### config.mk
export PLATFORM = sky130hd
export DESIGN_NAME = multicycle_ctrl
export DESIGN_NICKNAME = d
export VERILOG_FILES = /design/src/rtl/mc_pkg.sv /design/src/rtl/mc_aludec.sv /design/src/rtl/multicycle_ctrl.sv
export SDC_FILE = /design/constraint.sdc
export NUM_CORES = 1
export LEC_CHECK = 0
export BUFFER_PORTS_ARGS = -buffer_cell sky130_fd_sc_hd__buf_4
export CAP_MARGIN = 20
export CORE_UTILIZATION = 50
export CTS_CLUSTER_DIAMETER = 30
export DETAILED_ROUTE_END_ITERATION = 10
export PLACE_DENSITY = 0.84
export SLEW_MARGIN = 0
export SYNTH_ARGS = -nofsm -noshare
export SYNTH_HDL_FRONTEND = slang
export SYNTH_SLANG_ARGS = --single-unit
export TNS_END_PERCENT = 20
### constraint.sdc
create_clock -name clk -period 5.2 [get_ports clk]
set_input_delay 0.78 -clock clk [delete_from_list [all_inputs] [get_ports clk]]
set_output_delay 0.78 -clock clk [all_outputs]
set_load 0.02 [all_outputs]
### src/rtl/mc_pkg.sv
// Shared types and encodings for the multicycle MIPS sequencing controller.
package mc_pkg;

  typedef enum logic [3:0] {
    FETCH    = 4'd0,
    DECODE   = 4'd1,
    MEMADR   = 4'd2,
    MEMRD    = 4'd3,
    MEMWB    = 4'd4,
    MEMWR    = 4'd5,
    EXECUTE  = 4'd6,
    ALUWB    = 4'd7,
    BRANCH   = 4'd8,
    ADDIEXEC = 4'd9,
    ADDIWB   = 4'd10,
    JUMP     = 4'd11
  } statetype_t;

  localparam logic [5:0] OP_RTYPE = 6'b000000;
  localparam logic [5:0] OP_LW    = 6'b100011;
  localparam logic [5:0] OP_SW    = 6'b101011;
  localparam logic [5:0] OP_BEQ   = 6'b000100;
  localparam logic [5:0] OP_ADDI  = 6'b001000;
  localparam logic [5:0] OP_J     = 6'b000010;

  localparam logic [1:0] ALUOP_ADD   = 2'b00;
  localparam logic [1:0] ALUOP_SUB   = 2'b01;
  localparam logic [1:0] ALUOP_FUNCT = 2'b10;

  localparam logic [5:0] F_ADD = 6'b100000;
  localparam logic [5:0] F_SUB = 6'b100010;
  localparam logic [5:0] F_AND = 6'b100100;
  localparam logic [5:0] F_OR  = 6'b100101;
  localparam logic [5:0] F_SLT = 6'b101010;

  localparam logic [2:0] ALU_AND = 3'b000;
  localparam logic [2:0] ALU_OR  = 3'b001;
  localparam logic [2:0] ALU_ADD = 3'b010;
  localparam logic [2:0] ALU_SUB = 3'b110;
  localparam logic [2:0] ALU_SLT = 3'b111;

endpackage

### src/rtl/mc_aludec.sv
// ALU decoder: maps the controller's aluop and the R-type funct field to an ALU operation.
module mc_aludec
  import mc_pkg::*;
(
  input  logic [1:0] aluop,
  input  logic [5:0] funct,
  output logic [2:0] alucontrol
);

  // NOTE: a default is assigned before the case so every path drives the output and no latch is inferred.
  always_comb begin
    alucontrol = ALU_ADD;
    case (aluop)
      ALUOP_ADD: alucontrol = ALU_ADD;
      ALUOP_SUB: alucontrol = ALU_SUB;
      ALUOP_FUNCT: begin
        case (funct)
          F_ADD:   alucontrol = ALU_ADD;
          F_SUB:   alucontrol = ALU_SUB;
          F_AND:   alucontrol = ALU_AND;
          F_OR:    alucontrol = ALU_OR;
          F_SLT:   alucontrol = ALU_SLT;
          default: alucontrol = ALU_ADD;
        endcase
      end
      default: alucontrol = ALU_ADD;
    endcase
  end

endmodule

### src/rtl/multicycle_ctrl.sv
// Moore sequencing controller for the multicycle MIPS datapath with a memory-ready
// stall handshake and a retired-instruction counter.
module multicycle_ctrl
  import mc_pkg::*;
#(
  parameter int CNT_W = 32
)
(
  input  logic             clk,
  input  logic             reset,
  input  logic [5:0]       op,
  input  logic [5:0]       funct,
  input  logic             zero,
  input  logic             mem_ready,
  output logic             iord,
  output logic             memwrite,
  output logic             irwrite,
  output logic             regdst,
  output logic             memtoreg,
  output logic             regwrite,
  output logic             alusrca,
  output logic [1:0]       alusrcb,
  output logic [1:0]       pcsrc,
  output logic             pcen,
  output logic [2:0]       alucontrol,
  output logic             illegal,
  output logic [3:0]       state,
  output logic [CNT_W-1:0] instret
);

  statetype_t state_q, state_d;
  logic       pcwrite, branch, retire;
  logic       irwrite_raw, memwrite_raw, regwrite_raw, illegal_raw;
  logic [1:0] aluop;

  // NOTE: state and counter use non-blocking assignments so every flop samples pre-edge values.
  always_ff @(posedge clk) begin
    if (reset) begin
      state_q <= FETCH;
      instret <= '0;
    end else begin
      state_q <= state_d;
      if (retire) instret <= instret + CNT_W'(1);
    end
  end

  always_comb begin
    state_d      = state_q;
    iord         = 1'b0;
    memwrite_raw = 1'b0;
    irwrite_raw  = 1'b0;
    regdst       = 1'b0;
    memtoreg     = 1'b0;
    regwrite_raw = 1'b0;
    alusrca      = 1'b0;
    alusrcb      = 2'b00;
    pcsrc        = 2'b00;
    pcwrite      = 1'b0;
    branch       = 1'b0;
    aluop        = ALUOP_ADD;
    illegal_raw  = 1'b0;
    retire       = 1'b0;
    case (state_q)
      FETCH: begin
        alusrcb     = 2'b01;
        irwrite_raw = mem_ready;
        pcwrite     = mem_ready;
        if (mem_ready) state_d = DECODE;
      end
      DECODE: begin
        alusrcb = 2'b11;
        case (op)
          OP_LW, OP_SW: state_d = MEMADR;
          OP_RTYPE:     state_d = EXECUTE;
          OP_BEQ:       state_d = BRANCH;
          OP_ADDI:      state_d = ADDIEXEC;
          OP_J:         state_d = JUMP;
          default: begin
            illegal_raw = 1'b1;
            state_d     = FETCH;
          end
        endcase
      end
      MEMADR: begin
        alusrca = 1'b1;
        alusrcb = 2'b10;
        state_d = (op == OP_SW) ? MEMWR : MEMRD;
      end
      MEMRD: begin
        iord = 1'b1;
        if (mem_ready) state_d = MEMWB;
      end
      MEMWB: begin
        memtoreg     = 1'b1;
        regwrite_raw = 1'b1;
        state_d      = FETCH;
        retire       = 1'b1;
      end
      MEMWR: begin
        iord         = 1'b1;
        memwrite_raw = 1'b1;
        if (mem_ready) begin
          state_d = FETCH;
          retire  = 1'b1;
        end
      end
      EXECUTE: begin
        alusrca = 1'b1;
        aluop   = ALUOP_FUNCT;
        state_d = ALUWB;
      end
      ALUWB: begin
        regdst       = 1'b1;
        regwrite_raw = 1'b1;
        state_d      = FETCH;
        retire       = 1'b1;
      end
      BRANCH: begin
        alusrca = 1'b1;
        aluop   = ALUOP_SUB;
        pcsrc   = 2'b01;
        branch  = 1'b1;
        state_d = FETCH;
        retire  = 1'b1;
      end
      ADDIEXEC: begin
        alusrca = 1'b1;
        alusrcb = 2'b10;
        state_d = ADDIWB;
      end
      ADDIWB: begin
        regwrite_raw = 1'b1;
        state_d      = FETCH;
        retire       = 1'b1;
      end
      JUMP: begin
        pcsrc   = 2'b10;
        pcwrite = 1'b1;
        state_d = FETCH;
        retire  = 1'b1;
      end
      default: state_d = FETCH;
    endcase
  end

  mc_aludec u_aludec (
    .aluop      (aluop),
    .funct      (funct),
    .alucontrol (alucontrol)
  );

  // Write strobes are masked during reset so an access interrupted by reset has no side effect.
  assign irwrite  = irwrite_raw  & ~reset;
  assign memwrite = memwrite_raw & ~reset;
  assign regwrite = regwrite_raw & ~reset;
  assign illegal  = illegal_raw  & ~reset;
  assign pcen     = (pcwrite | (branch & zero)) & ~reset;
  assign state    = state_q;

endmodule
==> results.cfg <==
[drt]
antenna_left = 0
vias = 2163
drc = 0
wirelength_mm = 5.14
drt_iter0_drc = 152
dr.pass1.iters = 4
via_per_inst = 5.75
wire_per_inst_um = 13.7

[finish]
finalNonFillerCells = 376
nets = 344
drive_above_1_share = 0.264
area_delta_synth_final_pct = 27.5
layout_commonest_cell = buf_4
insertedDiodeCount = 0
post-route-cell-area_um2 = 2700
fillCellCount = 380
layout_common_cells = buf_4 (67), dfxtp_1 (36), nor2_1 (31), a21oi_1 (23), o21ai_0 (20)
finish.utilization = 0.670

[cts]
cts_buffer_depth = 2
numCtsBuffers = 5
root_buffer = clkbuf_8
cts_setup_buffers = 0
ctsHoldBuffers = 0
clkLatencyLatePin_ns = 0.29
cts.sinks = 36
cts_resized = 0
cts_tree = built
h-tree-depth = 2
path_clk_slew_ns = 0.08

[setup_path]
reg2reg_slack_ns = 2.91
critPathKind = reg2out
worstPathArrival_ns = 2.47
startpoint_type = register
critPathMaxFanout = 12
cp.required_ns = 4.42
crit_start = state[3]
cp-end-kind = primary output
r2r_start = state[1]
r2r_cells = 5
rr_endpoint = instret[29]

[place]
post-dp-hpwl_mm = 3.67
placed_area_um2 = 2610
dp_cells = 368
routabilityCongestion = 0.810
port-buffer-count = 67

[global_routing]
grtUsageMet3 = 0.0582
grtUsageMet1 = 0.298
grt_pass1_vias = 1858
antenna_found_initial = 0
grt_pass1_wl_mm = 8.45
grt_usage = 0.246
grt-busiest-layer = met2
grt_util_met2 = 0.425
grt_max_degree = 42
grt_overflow = 0

[worst_hold_path]
hold_end = instret[31]
whs_path_depth = 2
hold_start = instret[31]
hold_class = reg2reg

[timing]
max_slew_margin = 0.605
final-hold-violation-count = 0
rsz0062_at_grt = no
tns_ns = 0
worstMarginPinSlew_ns = 0.592
finalCriticalPeriod_ns = 3.25
finalMaxSlewViolations = 0
fin_worst_skew_ns = 0.0101
fin_crit_sh = 0.625
setup_viol = 0
max_freq_ghz = 0.308

[floorplanning]
die_x_um = 67.1
core_um2 = 4030
die_h_um = 67.1
row_count = 23
start_util = 0.526
die_area_um2 = 4500
boundaryPins = 68

[logic_synthesis]
seq_area_frac_synth = 0.340
synth-warning-count = 0
synthTopCellsByArea = dfxtp_1 (34%), xor2_1 (7.0%), nor2_1 (5.5%)
synth_nets = 281
async_flop_share = 0
syn_area_per_cell_um2 = 8.09
yosysUniqueCellTypes = 43
synth_edf_count = 0
syn_inst = 262
ys_ff_latch = 36
yosysTopAreaCell = dfxtp_1
synth_area_um2 = 2120
synth_top_flop_cell = dfxtp_1
synth.top_cell.area_share = 0.340

[power]
cellPowerDensity_nw_per_um2 = 191
peakVddDrop_uv = 133
power_leakage_nw = 1.04
p_total_uw = 517

[run_status]
status = finished clean

[job]
maxCapViolCount = 0
[cell type report]
class | instances | area, µm² | share of cell area
Clock buffer | 5 | 68.8 | 0.0255
Inverter | 7 | 26.3 | 0.00973
Sequential cell | 36 | 721 | 0.267
Multi-Input combinational cell | 208 | 1300 | 0.481
Tap cell | 50 | 62.6 | 0.0232
Timing Repair Buffer | 67 | 503 | 0.186
Clock inverter | 3 | 18.8 | 0.00695
[metrics by stage]
step                      hold slack, ns  setup slack [ns]
after floorplan                    0.558              2.02
after global placement             0.466              2.35
after detailed placement           0.494              2.26
after CTS                          0.504              1.94
after global routing               0.510              1.71
final                              0.494              1.95
[cells in the mapped netlist, types with 2 or more instances]
master	n
a21oi_1	23
a31oi_1	3
and3_1	4
and4_1	3
buf_6	4
clkbuf_1	7
dfxtp_1	36
ha_1	3
inv_1	7
mux2i_1	3
nand2_1	10
nand2b_1	3
nand3_1	17
nand3_4	2
nand3b_1	4
nand4_1	11
nor2_1	31
nor2b_1	3
nor3_1	9
nor3b_1	2
nor4_1	5
o21ai_0	20
o21ai_4	2
or3_1	15
xor2_1	17
[worst max-delay path by stage]
stage | endpoint | depth (start not counted)
2_1_floorplan | alucontrol[0] | 5
3_3_place_gp | alucontrol[1] | 6
3_5_place_dp | alucontrol[1] | 6
4_1_cts | alucontrol[1] | 6
5_1_grt | alucontrol[0] | 6
6_report | alucontrol[1] | 6
[kinds of logic (layout without fill, tap and decap cells)]
kind of cell / count (synthesis) / after routing / synth area share
XOR/XNOR: 18 / 18 / 0.0744
multiplexers: 3 / 3 / 0.0142
adder cells (fa/ha/maj): 3 / 3 / 0.0177
AO/OA/AOI/OAI: 57 / 57 / 0.166
AND/OR/NAND/NOR: 127 / 127 / 0.341
flip-flops: 36 / 36 / 0.340
buffers and inverters: 18 / 82 / 0.0461
[routing by layer]
layer | vias to the layer above | part of all wire
met5 | - | 0
met3 | 13 | 0.038
met1 | 1024 | 0.43
met2 | 51 | 0.50
met4 | 0 | 0.025
li1 | 1075 | -
[worst max-delay path, cell delays in order, from the launching register on]
cell,delay (ns)
dfxtp_1,0.60
or2b_1,0.36
nor3_1,0.36
inv_1,0.09
ha_1,0.34
a211o_1,0.28
buf_4,0.16
[flip-flops by register name, indices dropped and copies added, names as in the netlist]
name and count:
instret 32, state 4
[report_power, final]
part           leakage (nW)  internal (mW)  switching (mW)  total [mW]
sequential            0.290          0.276         0.00284       0.279
combinational         0.700         0.0177          0.0238      0.0415
clock                0.0479         0.0933           0.103       0.196
total                  1.04          0.387           0.130       0.517
No activity file was read; power rests on OpenSTA's default activity.
